<file path="src/rtl/rom_read_sequencer_pkg.sv">
// Shared definitions for the ROM read sequencer.
// FSM state encodings, default bus widths and access-timer width.
package rom_read_sequencer_pkg;

  localparam int ROM_ADDR_W_DEF = 9;
  localparam int ROM_DATA_W_DEF = 8;
  localparam int TIMER_W        = 4;

  typedef enum logic [2:0] {
    ST_IDLE  = 3'd0,
    ST_SETUP = 3'd1,
    ST_WAIT  = 3'd2,
    ST_HAND  = 3'd3,
    ST_DONE  = 3'd4
  } seq_state_t;

  function automatic logic [TIMER_W-1:0] timer_count(
    input int cycles
  );
    return TIMER_W'(cycles);
  endfunction

endpackage

</file>
<file path="src/rtl/rom_read_sequencer_if.sv">
// ROM bus plus downstream valid/ready stream of the ROM reader.
// master: sequencer side; slave: ROM model / consumer side.
interface rom_read_sequencer_if #(
  parameter int ADDR_WIDTH = 9,
  parameter int DATA_WIDTH = 8
);

  logic [ADDR_WIDTH-1:0] rom_address;
  logic                  rom_cs_n;
  logic                  rom_oe_n;
  logic [DATA_WIDTH-1:0] rom_data;
  logic [DATA_WIDTH-1:0] data_out;
  logic                  data_valid;
  logic                  data_ready;
  logic [ADDR_WIDTH-1:0] address_line;

  modport master (
    output rom_address,
    output rom_cs_n,
    output rom_oe_n,
    input  rom_data,
    output data_out,
    output data_valid,
    input  data_ready,
    output address_line
  );

  modport slave (
    input  rom_address,
    input  rom_cs_n,
    input  rom_oe_n,
    output rom_data,
    input  data_out,
    input  data_valid,
    output data_ready,
    input  address_line
  );

endinterface

</file>
<file path="src/rtl/rom_access_timer.sv">
// Loadable down-counter timing the ROM output-enable window.
// Ports: clk, reset (async, low), load/load_val, en, expired.
module rom_access_timer
  import rom_read_sequencer_pkg::*;
#(
  parameter int W = TIMER_W
) (
  input  logic         clk,
  input  logic         reset,
  input  logic         load,
  input  logic [W-1:0] load_val,
  input  logic         en,
  output logic         expired
);

  logic [W-1:0] cnt;

  // expired marks the last counted clock, so a load of N
  // gives exactly N enabled clocks up to and including it.
  assign expired = (cnt == W'(1));

  always_ff @(posedge clk or negedge reset) begin
    if (!reset) begin
      cnt <= '0;
    end else if (load) begin
      cnt <= load_val;
    end else if (en && cnt != '0) begin
      cnt <= cnt - W'(1);
    end
  end

endmodule

</file>
<file path="src/rtl/rom_read_sequencer.sv">
// Walks ROM addresses 0..LAST_ADDRESS and streams each word out.
// Ports: clk, reset (async, low), start, abort, bus (master),
// busy, done; checksum when ROM_SEQ_CHECKSUM_EN is defined.
module rom_read_sequencer
  import rom_read_sequencer_pkg::*;
#(
  parameter int ADDR_WIDTH    = ROM_ADDR_W_DEF,
  parameter int DATA_WIDTH    = ROM_DATA_W_DEF,
  parameter int ACCESS_CYCLES = 4,
  parameter int LAST_ADDRESS  = 511
) (
  input  logic clk,
  input  logic reset,
  input  logic start,
  input  logic abort,
  rom_read_sequencer_if.master bus,
  output logic busy,
`ifdef ROM_SEQ_CHECKSUM_EN
  output logic [DATA_WIDTH-1:0] checksum,
`endif
  output logic done
);

  localparam logic [ADDR_WIDTH-1:0] LAST =
    ADDR_WIDTH'(LAST_ADDRESS);

  seq_state_t            state;
  logic                  start_q;
  logic [ADDR_WIDTH-1:0] addr;
  logic                  cs_n;
  logic                  oe_n;
  logic [DATA_WIDTH-1:0] dout;
  logic                  dvalid;
  logic                  t_load;
  logic                  t_en;
  logic                  t_exp;
  logic                  start_edge;
  logic                  accept;

`ifdef ROM_SEQ_CHECKSUM_EN
  logic [DATA_WIDTH-1:0] sum;
  assign checksum = sum;
`endif

  assign start_edge = start & ~start_q;
  assign accept     = dvalid & bus.data_ready;
  assign t_load     = (state == ST_SETUP);
  assign t_en       = (state == ST_WAIT);

  // The bus address and display address both track addr;
  // addr only moves at run start or on an accepted word.
  assign bus.rom_address  = addr;
  assign bus.address_line = addr;
  assign bus.rom_cs_n     = cs_n;
  assign bus.rom_oe_n     = oe_n;
  assign bus.data_out     = dout;
  assign bus.data_valid   = dvalid;

  rom_access_timer #(
    .W (TIMER_W)
  ) u_timer (
    .clk      (clk),
    .reset    (reset),
    .load     (t_load),
    .load_val (timer_count(ACCESS_CYCLES)),
    .en       (t_en),
    .expired  (t_exp)
  );

  always_ff @(posedge clk or negedge reset) begin
    if (!reset) begin
      state   <= ST_IDLE;
      start_q <= 1'b0;
      addr    <= '0;
      cs_n    <= 1'b1;
      oe_n    <= 1'b1;
      dout    <= '0;
      dvalid  <= 1'b0;
      busy    <= 1'b0;
      done    <= 1'b0;
`ifdef ROM_SEQ_CHECKSUM_EN
      sum     <= '0;
`endif
    end else begin
      start_q <= start;
      if (abort) begin
        // Abort beats start and accept; addr is kept.
        state  <= ST_IDLE;
        cs_n   <= 1'b1;
        oe_n   <= 1'b1;
        dvalid <= 1'b0;
        busy   <= 1'b0;
        done   <= 1'b0;
      end else begin
        unique case (state)
          ST_IDLE, ST_DONE: begin
            if (start_edge) begin
              addr  <= '0;
              busy  <= 1'b1;
              done  <= 1'b0;
              cs_n  <= 1'b0;
              oe_n  <= 1'b1;
              state <= ST_SETUP;
`ifdef ROM_SEQ_CHECKSUM_EN
              sum   <= '0;
`endif
            end
          end
          ST_SETUP: begin
            oe_n  <= 1'b0;
            state <= ST_WAIT;
          end
          ST_WAIT: begin
            if (t_exp) begin
              dout   <= bus.rom_data;
              dvalid <= 1'b1;
              cs_n   <= 1'b1;
              oe_n   <= 1'b1;
              state  <= ST_HAND;
            end
          end
          ST_HAND: begin
            if (accept) begin
              dvalid <= 1'b0;
`ifdef ROM_SEQ_CHECKSUM_EN
              sum    <= sum + dout;
`endif
              if (addr == LAST) begin
                busy  <= 1'b0;
                done  <= 1'b1;
                state <= ST_DONE;
              end else begin
                addr  <= addr + ADDR_WIDTH'(1);
                cs_n  <= 1'b0;
                state <= ST_SETUP;
              end
            end
          end
          default: begin
            state <= ST_IDLE;
          end
        endcase
      end
    end
  end

endmodule

</file>
<file path="src/flat_wrapper.sv">
// flat-port wrapper written by rule: the top's interface ports become plain ports
module rom_read_sequencer_flat import rom_read_sequencer_pkg::*;
#(
  parameter int ADDR_WIDTH    = ROM_ADDR_W_DEF,
  parameter int DATA_WIDTH    = ROM_DATA_W_DEF,
  parameter int ACCESS_CYCLES = 4,
  parameter int LAST_ADDRESS  = 511
)
  (clk, reset, start, abort, busy, done, bus_rom_address, bus_rom_cs_n, bus_rom_oe_n, bus_rom_data, bus_data_out, bus_data_valid, bus_data_ready, bus_address_line);
  rom_read_sequencer_if #(.ADDR_WIDTH(ADDR_WIDTH), .DATA_WIDTH(DATA_WIDTH)) bus_i ();
  input  logic clk;
  input  logic reset;
  input  logic start;
  input  logic abort;
  output logic busy;
  output logic done;
  output wire logic [$bits(bus_i.rom_address)-1:0] bus_rom_address;
  output wire logic [$bits(bus_i.rom_cs_n)-1:0] bus_rom_cs_n;
  output wire logic [$bits(bus_i.rom_oe_n)-1:0] bus_rom_oe_n;
  input wire logic [$bits(bus_i.rom_data)-1:0] bus_rom_data;
  output wire logic [$bits(bus_i.data_out)-1:0] bus_data_out;
  output wire logic [$bits(bus_i.data_valid)-1:0] bus_data_valid;
  input wire logic [$bits(bus_i.data_ready)-1:0] bus_data_ready;
  output wire logic [$bits(bus_i.address_line)-1:0] bus_address_line;
  assign bus_rom_address = bus_i.rom_address;
  assign bus_rom_cs_n = bus_i.rom_cs_n;
  assign bus_rom_oe_n = bus_i.rom_oe_n;
  assign bus_i.rom_data = bus_rom_data;
  assign bus_data_out = bus_i.data_out;
  assign bus_data_valid = bus_i.data_valid;
  assign bus_i.data_ready = bus_data_ready;
  assign bus_address_line = bus_i.address_line;
  rom_read_sequencer #(.ADDR_WIDTH(ADDR_WIDTH), .DATA_WIDTH(DATA_WIDTH), .ACCESS_CYCLES(ACCESS_CYCLES), .LAST_ADDRESS(LAST_ADDRESS)) u_core (.clk(clk), .reset(reset), .start(start), .abort(abort), .bus(bus_i), .busy(busy), .done(done));
endmodule
</file>
<file path="config.mk">
export PLATFORM = sky130hd
export DESIGN_NAME = rom_read_sequencer_flat
export DESIGN_NICKNAME = d
export VERILOG_FILES = /design/src/rtl/rom_read_sequencer_pkg.sv /design/src/rtl/rom_read_sequencer_if.sv /design/src/rtl/rom_access_timer.sv /design/src/rtl/rom_read_sequencer.sv /design/src/flat_wrapper.sv
export SDC_FILE = /design/constraint.sdc
export NUM_CORES = 1
export LEC_CHECK = 0
export BUFFER_PORTS_ARGS = -buffer_cell sky130_fd_sc_hd__buf_2
export CORE_MARGIN = 5
export CORE_UTILIZATION = 52
export CTS_CLUSTER_DIAMETER = 80
export DETAILED_ROUTE_END_ITERATION = 8
export PLACE_DENSITY = 0.77
export SLEW_MARGIN = 15
export SYNTH_ARGS = -nofsm -noshare
export SYNTH_HDL_FRONTEND = slang
export SYNTH_SLANG_ARGS = --single-unit
export TNS_END_PERCENT = 100
</file>
<file path="constraint.sdc">
create_clock -name clk -period 3.4 [get_ports clk]
set_clock_uncertainty 0.2 [all_clocks]
set_input_delay 0.34 -clock clk [delete_from_list [all_inputs] [get_ports clk]]
set_output_delay 0.34 -clock clk [all_outputs]
set_load 0.02 [all_outputs]
</file>
# Word-level counts from Yosys, hierarchy flattened
# Cells that the tools add are included.
totals:
  mem_bits_ro: 0
  latch_bits: 0
  mem_bits_rw: 0
  n_memories: 0
  register_bits: 30
op_classes:
  shift: 0
  muxes: 32
  reduce_logical: 17
  n_lt_le_gt_ge: 0
  multipliers: 0
  n_bitwise: 4
  n_div: 0
  add_sub_neg: 2
  eq_ne: 14
ops:
  columns: ["operator", "n"]
  rows:
  - ["9-bit two-way mux", 3]
  - ["9-bit case mux with 2 select lines", 1]
  - ["1-bit two-way mux", 15]
  - ["3-bit two-way mux", 5]
  - ["3-bit by 2-bit != test with 1-bit output, second input constant", 4]
  - ["3-bit case mux with 4 select lines", 1]
  - ["3-bit AND reduction", 4]
  - ["4-bit nonzero test", 3]
  - ["5-bit AND reduction", 2]
  - ["9-bit by 1-bit adder with 9-bit output, second input constant", 1]
  - ["9-bit equality test, second input constant", 1]
  - ["4-bit two-way mux", 2]
  - ["3-bit by 2-bit equality test with 1-bit output, second input constant", 2]
  - ["1-bit case mux with 2 select lines", 3]
  - ["1-bit case mux with 3 select lines", 2]
  - ["3-bit nonzero test", 2]
  - ["4-bit by 1-bit equality test with 1-bit output, second input constant", 1]
  - ["2-bit by 1-bit != test with 1-bit output, second input constant", 2]
  - ["4-bit AND reduction", 1]
  - ["2-bit nonzero test", 2]
  - ["4-bit by 1-bit subtractor with 4-bit output, second input constant", 1]
  - ["3-bit by 1-bit equality test with 1-bit output, second input constant", 1]
  - ["3-bit equality test, second input constant", 1]
  - ["3-bit zero test", 1]
  - ["other kinds (6)", 8]

# Depth between registers and ports, before layout
# Gate-level depths: netlist of the first run.
depth:
  depth_word: 5
  ltp_mapped: 9
  mapped_depth_nobuf: 9

# Modules after synthesis
# Synthesis of the first run repeated with hierarchy kept, for this count alone.
hier_totals:
  hier_cells: 158
  hier_area_um2: 1669.1
by_module_without_submodules:
  columns: ["module", "area_each_um2", "instances", "cells_each"]
  rows:
  - ["rom_read_sequencer", 1386.3, 1, 129]
  - ["rom_access_timer", 282.8, 1, 29]

# Worst setup path after synthesis of the first run
# OpenSTA, ideal clock, no wires.
synth_path:
  path_kind: "register to register"
  from: "register u_core.addr[0], in the netlist u_core.bus.address_line[0]"
  to: "register u_core.addr[7], in the netlist u_core.bus.address_line[7]"
  path_slack_ns: 0.871
  n_path_buf: 0
  arrival_ns: 2.252
  synth_period_minus_slack_ns: 2.529
  path_stages_with_launch: 10
  required_ns: 3.123
  cell_sequence: "dfrtp_1 -> ha_1 -> and3_1 -> nand2_1 -> nor2_1 -> ha_1 -> nand3b_1 -> or2_1 -> or4_1 -> a21oi_1"
synth_between:
  elab_chain_cells: 4
synth_rtl:
  columns: ["item", "line", "rtl"]
  rows:
  - ["start, declared", "rom_read_sequencer.sv:29", "logic [ADDR_WIDTH-1:0] addr;"]
  - ["start signal, assigned", "rom_read_sequencer.sv:133", "addr <= addr + ADDR_WIDTH'(1);"]
  - ["9-bit by 1-bit adder with 9-bit output", "rom_read_sequencer.sv:133", null]
  - ["9-bit two-way mux", "rom_read_sequencer.sv:128", "if (addr == LAST) begin"]
  - ["9-bit two-way mux", "rom_read_sequencer.sv:123", "if (accept) begin"]
  - ["9-bit case mux with 2 select lines", "rom_read_sequencer.sv:95", "unique case (state)"]
# Several ways; a longest one is shown, not always the timed one. The select of a mux whose other input is x is not followed.
# A chain may end at the register's enable or synchronous reset.

# Worst setup path after layout of the first run
# Ends and elaborated chain as after synthesis.

==> run metrics, run 1 <==
Detailed Routing Iterations Pass 1=4; maximum VDD drop=0.4062 mV; Yosys reg bits=30; relative slew slack=55.85%; area leader, netlist=dfrtp_1; fin crit share=76.36%; routed wire length=3647 µm; Initial DRC Count=69; Remaining DRCs=0; Power Dens Cells=531.4 nW/µm²; part of the power in registers=47.4%; DP HPWL=2672 µm; Seq/Total Area, Yosys=44.93%; top cells by count, synth=dfrtp_1 (28), nor2_1 (14), buf_4 (9), nand2_1 (9), mux2_4 (8); gpl congestion=0.8053; Final Max Tran Viols=0; Initial Utilization=54.47%; CP Data Required Time=3470 ps; via/cell ratio=5.674; Post-synth EDFFs=0; core area=3078 µm²; post-synthesis simple-gate area fraction=22.24%; layout cells sized above 1=37.50%; CP arrival=2670 ps; Final Net Count=208; largest net degree at the start of global routing=31; combinational power share=29.9%; post-synth cell types=50; Max clock buf depth=2; Top FF cell, synth=dfrtp_1; Hold Fails Final Rpt=0; Sw Share=35.49%; CTS H-tree lvls=2; fin util=62.89%; routed len/inst=15.45 µm; CP Capture Type=flop; Vias=1339; gr usage total=18.37%; most frequent cell after synthesis=dfrtp_1; clk_lat worst skew=340 ps; Die Span Y=66.78 µm; status=finished clean; clock share of power=22.7%; synthesized instance count=153; multiplexer area fraction after synthesis=7.836%; Synth area leaders=dfrtp_1 (42%), mux2_4 (7.2%), buf_4 (4.0%); syn_nets=170; Post-CTS Setup Inserts=0; CTS resizes=0; GRT overflow=0; I/O pin count=44; TritonCTS Buffers=5; Hold Buf Count CTS=2; main combinational cell family by area after synthesis=simple AND/OR/NAND/NOR gates; clk slew on worst S/H paths=100 ps; CTS tree=yes; Startpoint Class=flop; max cap viols=0; Placed Instance Area=1852 µm²; number of antenna diodes=0; first-pass GRT wire length=6120 µm; post-synthesis compound-gate area fraction=12.84%; synthesized area per cell=10.96 µm²; vias in the first global route=1390; Finish-stage setup viols=0; ANT nets after route=0; Slew @ Worst Pin=662.2 ps; area grow syn2layout=15.45%; Die ar.=4460 µm²; antenna violations before repair=0; root buffer cell=clkbuf_4; Yosys warning count=0; RSZ-0062 raised after global routing=false; min-delay worst type=input pin to flop; minimum clock period=2596 ps; Fmax=385.2 MHz; ys async rst share=100.0%; Row Count=20; Post-Synth XOR/XNOR Area=2.612%; Finished Cell Area=1936 µm²; area fraction of the dominant cell type after synthesis=41.79%; Fin Setup TNS=0 ps; design internal power=663.4 µW; Die W=66.78 µm; adder-cell share of the synthesized area=2.985%; Leakage=0.9797 nW; clock sink total=30; synthesized cell area=1677 µm²; CP max FO=5; CP Class=flop to flop; NetSw=365.1 µW; PortBufs=43
## registers in the layout, indices dropped and copies added (netlist names), 3 cells and up
name,flops
u_core.bus.address_line,9
u_core.bus.data_out,8
u_core.state,3
u_core.u_timer.cnt,4
## routing by layer
metal / track usage, % / vias up / wire length [µm]
li1: - / 623 / -
met2: 31.56 / 52 / 1769
met4: 7.614 / 0 / 65
met5: 0 / - / 0
met3: 7.251 / 9 / 293
met1: 19.98 / 655 / 1519
## cell families after synthesis
group | Yosys count
compound gates | 29
xor+xnor | 5
fa+ha+maj | 4
buf+inv | 18
flops | 30
mux | 9
simple gates | 58
## area by class of cell
class / instances / area, µm²
fill: 239 / 1142
multi-input combinational: 105 / 813.3
sequential: 30 / 753.2
timing repair buffer: 45 / 235.2
tap: 44 / 55.05
clock buffer: 6 / 51.30
inverter: 4 / 15.01
clock inverter: 2 / 12.51
## worst paths after layout
kind	slack [ps]	startpoint	end	cells after the start
min in group asynchronous	360	reset	u_core.u_timer.cnt[2]	2
max in group asynchronous	2210	reset	u_core.bus.data_out[3]	2
max	800	u_core.bus.address_line[0]	u_core.bus.address_line[7]	9
min	30	bus_rom_data[2]	u_core.bus.data_out[2]	2
min reg2reg	280	u_core.busy	u_core.busy	1
max reg2reg	800	u_core.bus.address_line[0]	u_core.bus.address_line[7]	9
## per-stage QoR
step                worst slack, ps  power [mW]  hold slack (ps)  cells
detailed placement            822.8      0.7978            214.3    226
floorplan                     871.0      0.7132           -155.6    153
finish                        803.9       1.029            29.68    236
global placement              922.6      0.7820            197.0    226
CTS                           798.5       1.035            17.11    236
global route                  614.5       1.089            14.55    236
## power by group through the flow
stage	logic (mW)	registers (mW)	clock network, mW
after detailed placement	0.308	0.490	0
final	0.308	0.487	0.233
after floorplan	0.200	0.513	0
after global routing	0.337	0.498	0.254
after CTS	0.311	0.485	0.239
after global placement	0.295	0.487	0
## critical path, stage by stage, from the launching register on
cell and delay, ps:
dfrtp_1 430, ha_1 220, and3_1 170, nand2_1 110
nor2_1 60, ha_1 220, nand3b_1 220, or2_1 270
or4_1 480, a21oi_1 150
## cell usage in the layout (no fill, tap or decap), types with 2 or more instances in the layout
| cell | netlist | routed |
|---|---|---|
| a211oi_1 | 3 | 3 |
| a21o_1 | 4 | 4 |
| a21oi_1 | 5 | 5 |
| a22o_1 | 2 | 2 |
| and3_1 | 2 | 2 |
| buf_2 | 1 | 43 |
| clkbuf_4 | 0 | 5 |
| dfrtp_1 | 28 | 28 |
| dfstp_2 | 2 | 2 |
| dlygate4sd3_1 | 0 | 2 |
| ha_1 | 4 | 4 |
| inv_1 | 4 | 4 |
| mux2_4 | 8 | 8 |
| nand2_1 | 9 | 9 |
| nand2b_1 | 3 | 3 |
| nand3_1 | 2 | 2 |
| nand3b_1 | 3 | 3 |
| nor2_1 | 14 | 14 |
| nor3_1 | 3 | 3 |
| nor3b_1 | 2 | 2 |
| nor4b_1 | 2 | 2 |
| o21ai_0 | 3 | 3 |
| o2bb2ai_1 | 3 | 3 |
| or2_2 | 2 | 2 |
| or3_1 | 3 | 3 |
| xnor2_1 | 5 | 5 |
(Power assumes the default switching activity.)
==> run 2, diff against run 1 <==
--- a/config.mk
+++ b/config.mk
@@ -5,6 +5,7 @@
 export SDC_FILE = /design/constraint.sdc
 export NUM_CORES = 1
 export LEC_CHECK = 0
+export ABC_AREA = 1
 export BUFFER_PORTS_ARGS = -buffer_cell sky130_fd_sc_hd__buf_2
 export CORE_MARGIN = 5
 export CORE_UTILIZATION = 52
==> constraint.sdc (replaced) <==
create_clock -name clk -period 2.6 [get_ports clk]
set_clock_uncertainty 0.2 [all_clocks]
set_input_delay 0.26 -clock clk [delete_from_list [all_inputs] [get_ports clk]]
set_output_delay 0.26 -clock clk [all_outputs]
set_load 0.02 [all_outputs]
==> run metrics, run 2 <==
status=finished clean; Yosys reg bits=30 (unchanged); ANT nets after route=0 (unchanged); routed wire length=3413 µm (-6.4%); Post-synth EDFFs=0 (unchanged); minimum clock period=2131 ps (-465.0 ps); maximum VDD drop=0.5791 mV (+43%); max cap viols=0 (unchanged); Die Span Y=66.93 µm (+0.22%); Hold Fails Final Rpt=0 (unchanged); CP arrival=2150 ps (-520 ps); clock sink total=30 (unchanged); synthesized instance count=212 (+39%); gpl congestion=0.8633 (+7.2%); area grow syn2layout=21.01%; Initial Utilization=54.76% (+0.28 points); syn_nets=229 (+35%); CP Capture Type=flop; GRT overflow=0 (unchanged); number of antenna diodes=0 (unchanged); Fmax=469.2 MHz (+22%); via/cell ratio=4.892 (-14%); PortBufs=43 (unchanged); Final Net Count=277 (+33%); CTS H-tree lvls=2 (unchanged); Startpoint Class=flop; Die ar.=4480 µm² (+0.45%); Yosys warning count=0 (unchanged); Seq/Total Area, Yosys=44.69% (-0.23 points); Row Count=20 (unchanged); vias in the first global route=1319 (-5.1%); synthesized area per cell=7.950 µm² (-27%); post-synth cell types=26 (-48%); Slew @ Worst Pin=640.2 ps (-21.99 ps); Fin Setup TNS=0 ps (unchanged); Final Max Tran Viols=0 (unchanged); area fraction of the dominant cell type after synthesis=41.57% (-0.22 points); root buffer cell=clkbuf_4; clk slew on worst S/H paths=100 ps (about the same); CTS resizes=0 (unchanged); routed len/inst=11.19 µm (-28%); RSZ-0062 raised after global routing=false; area leader, netlist=dfrtp_1; Placed Instance Area=1862 µm² (+0.54%); Synth area leaders=dfrtp_1 (42%), nand2_1 (14%), nand3_1 (6.8%); CTS tree=yes; gr usage total=16.92% (-1.5 points); Detailed Routing Iterations Pass 1=4 (unchanged); min-delay worst type=input pin to flop; I/O pin count=44 (unchanged); Vias=1492 (+11%); Post-CTS Setup Inserts=0 (unchanged); DP HPWL=2481 µm (-7.2%); CP max FO=6 (+1); layout cells sized above 1=26.44% (-11 points); largest net degree at the start of global routing=31 (unchanged); relative slew slack=57.32% (+1.5 points); number of flip-flops in the largest register=9 (unchanged); most frequent cell after synthesis=nand2_1; Die W=66.93 µm (+0.22%); Power Dens Cells=866.8 nW/µm² (+63%); first-pass GRT wire length=5658 µm (-7.5%); most frequent cells in the layout=nand2_1 (63), buf_2 (43), dfrtp_1 (28); fin crit share=81.96% (+5.6 points); Leakage=1.191 nW (+22%); clk_lat worst skew=330 ps (about the same); core area=3078 µm² (unchanged); TritonCTS Buffers=5 (unchanged); Finished Cell Area=2039 µm² (+5.4%); Finish-stage setup viols=0 (unchanged); commonest non-fill, non-tap cell in the layout=nand2_1; Max clock buf depth=2 (unchanged); Hold Buf Count CTS=10 (+8); CP Data Required Time=2620 ps (-850 ps); CP Class=flop to flop; top cells by count, synth=nand2_1 (63), dfrtp_1 (28), inv_1 (27); ys async rst share=100.0% (unchanged); Remaining DRCs=0 (unchanged); synthesized cell area=1685 µm² (+0.52%); Top FF cell, synth=dfrtp_1; Initial DRC Count=70 (+1.4%); antenna violations before repair=0 (unchanged)
run 2: cell count changes in the layout (fill, tap and decap cells not counted), sizes merged, moves of 5 or more:
cell         delta
nand2          +54
inv            +24
dlygate4sd3     +8
xnor2           -5
o21ai          +18
nand3          +21
mux2            -9
run 2: power breakdown:
group	switching (mW)	total, mW	internal, mW
sequential	0.0799	0.678	0.598
combinational	0.469	0.719	0.249
clock	0.172	0.371	0.199
total	0.721	1.77	1.05
run 2: metal layers:
layer	GRT usage, %	vias to the layer above	wire (µm)
met5	0	-	0
met4	5.316	0	26
met1	20.85	667	1493
li1	-	770	-
met3	6.239	2	344
met2	27.35	53	1549
run 2: worst paths after layout:
path | slack (ps) | from | cells after the start | endpoint
worst max-delay path | 470 | u_core.bus.address_line[0] | 11 | u_core.busy
worst min-delay path | 70 | abort | 4 | u_core.done
worst max register to register | 470 | u_core.bus.address_line[0] | 11 | u_core.busy
worst min register to register | 260 | u_core.bus.rom_oe_n | 2 | u_core.bus.rom_oe_n
max in group asynchronous | 1500 | reset | 2 | u_core.bus.data_valid
min in group asynchronous | 280 | reset | 2 | u_core.done
run 2: final cells by class:
cell class / count / area (µm²)
clock buffer: 5 / 37.54
inverter: 28 / 105.1
clock inverter: 3 / 40.04
fill: 293 / 1039
tap: 44 / 55.05
multi-input combinational: 142 / 733.2
timing repair buffer: 53 / 315.3
sequential: 30 / 753.2
run 2: cell families (layout without fill, tap and decap cells):
logic type | Yosys count | count (layout) | synth area share [%]
AND/OR/NAND/NOR | 108 | 108 | 28.43
buffers and inverters | 40 | 89 | 11.80
flip-flops | 30 | 30 | 44.69
AO/OA/AOI/OAI | 27 | 27 | 10.54
adder cells (fa/ha/maj) | 4 | 4 | 2.970
XOR/XNOR | 3 | 3 | 1.559
run 2: through the flow:
step	util (%)	cells	total power, mW	setup slack, ps	hold WS [ps]
2_1_floorplan	-	212	1.226	522.3	-235.6
6_report	66.26	305	1.768	468.9	73.86
4_1_cts	66.26	305	1.789	458.4	57.20
3_3_place_gp	60.49	287	1.390	554.2	127.5
3_5_place_dp	60.49	287	1.401	485.4	131.4
5_1_grt	66.26	305	1.917	184.6	80.79
run 2: worst max-delay path: stages, from the launching register on:
cell and delay, ps:
dfrtp_1 420, ha_1 200, nand3_1 90, nor2_1 170, inv_1 80, nor3_1 150, ha_1 240, nand2_1 140
nand3_1 100, nand3_1 90, nand2_1 70, o21ai_0 70
==> run 3, diff against run 2 <==
--- a/config.mk
+++ b/config.mk
@@ -8,10 +8,10 @@
 export ABC_AREA = 1
 export BUFFER_PORTS_ARGS = -buffer_cell sky130_fd_sc_hd__buf_2
 export CORE_MARGIN = 5
-export CORE_UTILIZATION = 52
+export CORE_UTILIZATION = 47
 export CTS_CLUSTER_DIAMETER = 80
 export DETAILED_ROUTE_END_ITERATION = 8
-export PLACE_DENSITY = 0.77
+export PLACE_DENSITY = 0.73
 export SLEW_MARGIN = 15
 export SYNTH_ARGS = -nofsm -noshare
 export SYNTH_HDL_FRONTEND = slang
==> constraint.sdc (replaced) <==
create_clock -name clk -period 1.9 [get_ports clk]
set_clock_uncertainty 0.2 [all_clocks]
set_input_delay 0.19 -clock clk [delete_from_list [all_inputs] [get_ports clk]]
set_output_delay 0.19 -clock clk [all_outputs]
set_load 0.02 [all_outputs]
==> run metrics, run 3 (synthesized netlist as in run 2, its figures left out) <==
min-delay worst type=input pin to flop; number of flip-flops in the largest register=9 (unchanged); number of antenna diodes=0 (unchanged); Hold Fails Final Rpt=0 (unchanged); crit path cell chain=ha_4 -> nand3_4 -> nor2_4 -> inv_2 -> nor3_2 -> ha_2 -> nand2_4 -> nand2_2 -> nor2_4 -> nand3b_1 -> nand2_1; max cap viols=0 (unchanged); clk_lat worst skew=330 ps (about the same); Initial Utilization=49.34% (-5.4 points); vias in the first global route=1469 (+11%); Fillers=296 (+1.0%); Sw Share=43.34% (+2.6 points); CP Data Required Time=1920 ps (-700 ps); Row Count=21 (+5.0%); Slowest cell on crit path=dfrtp_2; part of the power in registers=39.4% (+1.0 points); Power Dens Cells=1092 nW/µm² (+26%); Final Net Count=286 (+3.2%); largest net degree at the start of global routing=31 (unchanged); routed wire length=3729 µm (+9.3%); Worst R2R Setup Slack=70 ps (-390 ps); CP Capture Type=flop; CP dominant cell by count=nor2_4; Fmax=547.7 MHz (+17%); Max clock buf depth=2 (unchanged); fin crit share=96.09% (+14 points); ANT nets after route=0 (unchanged); core area=3416 µm² (+11%); maximum VDD drop=0.6351 mV (+9.7%); root buffer cell=clkbuf_4; status=finished clean; minimum clock period=1826 ps (-305.4 ps); antenna violations before repair=0 (unchanged); FF/Latch Area=755.7 µm² (+0.33%); clock share of power=15.2% (-5.8 points); via/cell ratio=4.927 (+0.72%); clock sink total=30 (unchanged); Die W=69.88 µm (+4.4%); relative slew slack=56.73% (-0.59 points); CTS H-tree lvls=2 (unchanged); Detailed Routing Iterations Pass 1=4 (unchanged); first-pass GRT wire length=6306 µm (+11%); design internal power=1.337 mW (+28%); Initial DRC Count=99 (+41%); Startpoint Class=flop; CP max FO=5 (-1); area grow syn2layout=28.21%; combinational power share=45.4% (+4.8 points); TritonCTS Buffers=5 (unchanged); Buf+Inv Stages, Crit Path=1 (unchanged); Top delay family on crit path=simple AND/OR/NAND/NOR gates; Vias=1557 (+4.4%); Tot Pwr=2.359 mW (+33%); Slew @ Worst Pin=649.1 ps (+8.845 ps); multi-input logic area=815.8 µm² (+11%); Finished Cell Area=2161 µm² (+6.0%); worst stage delay on the critical path=400 ps (-20 ps); Finish-stage setup viols=0 (unchanged); Final Max Tran Viols=0 (unchanged); DP HPWL=2609 µm (+5.1%); Placed Instance Area=1949 µm² (+4.7%); Die Span Y=69.88 µm (+4.4%); commonest non-fill, non-tap cell in the layout=nand2_1; layout cells sized above 1=32.96% (+6.5 points); I/O pin count=44 (unchanged); clk slew on worst S/H paths=90 ps (about the same); Leakage=1.237 nW (+3.8%); PortBufs=43 (unchanged); Remaining DRCs=0 (unchanged); gr usage total=15.83% (-1.1 points); routed len/inst=11.80 µm (+5.5%); CP Class=flop to flop; gpl congestion=0.7812 (-9.5%); most frequent cells in the layout=nand2_1 (61), buf_2 (43), inv_1 (26), dfrtp_1 (26), nand3_1 (20); CTS tree=yes; GRT overflow=0 (unchanged); Die ar.=4883 µm² (+9.0%); RSZ-0062 raised after global routing=true; CP arrival=1850 ps (-300 ps); NetSw=1.022 mW (+42%)
==> run 3: final timing paths <==
kind                                             from                         end  cells past startpoint
setup / recovery           u_core.bus.address_line[0]  u_core.bus.address_line[0]                     11
hold / removal                                  abort                 u_core.done                      4
setup reg to reg           u_core.bus.address_line[0]  u_core.bus.address_line[0]                     11
hold reg to reg                   u_core.bus.rom_oe_n         u_core.bus.rom_oe_n                      2
max in group asynchronous                       reset  u_core.bus.address_line[1]                      2
min in group asynchronous                       reset       u_core.u_timer.cnt[1]                      2
==> run 3: routing by layer <==
| layer | up-vias | track usage [%] | share of wire [%] |
|---|---|---|---|
| met5 | - | 0 | 0 |
| li1 | 790 | - | - |
| met1 | 709 | 19.98 | 45 |
| met3 | 2 | 6.600 | 7.9 |
| met2 | 56 | 25.18 | 47 |
| met4 | 0 | 3.830 | 0.35 |
==> run 3: timing repair <==
item / in CTS / in global routing
gates cloned: 0 / 1
hold buffers: 10 / 0
buffers inserted: 0 / 1
pin swaps: 0 / 4
endpoints found under the hold margin: 37 / 0
endpoints found under the setup margin: 1 / 16
resized for setup: 1 / 10
==> run 3: metrics by stage <==
stage	setup slack [ps]	hold WS [ps]	setup TNS (ps)	utilization (%)	std cells
final	74.33	19.75	0	63.26	316
after global routing	-43.94	3.964	-208.5	63.26	316
after CTS	8.897	4.307	0	61.72	314
after detailed placement	25.24	58.32	0	57.07	296
after global placement	86.09	68.22	0	57.07	296
after floorplan	20.60	-305.6	0	-	212
==> run 3: worst register-to-register path: cells and delay by family (launching register included) <==
family                   cells  cell delay, ps
adder cells (fa/ha/maj)      2             410
AND/OR/NAND/NOR              8             670
flip-flops                   1             400
buffers and inverters        1              50
==> run 3: final cells by class <==
type	count	area share, %
clock inverter	2	0.4632
sequential	30	34.97
clock buffer	6	1.911
tap	46	2.664
timing repair buffer	61	17.37
multi-input combinational	143	37.75
inverter	28	4.864
==> run 3: power by group through the flow <==
stage	sequential, mW	combinational [mW]	clock (mW)
after detailed placement	0.935	1.01	0
after global placement	0.938	0.996	0
after floorplan	1.07	0.614	0
after CTS	0.929	1.04	0.371
final	0.930	1.07	0.358
after global routing	0.953	1.21	0.407
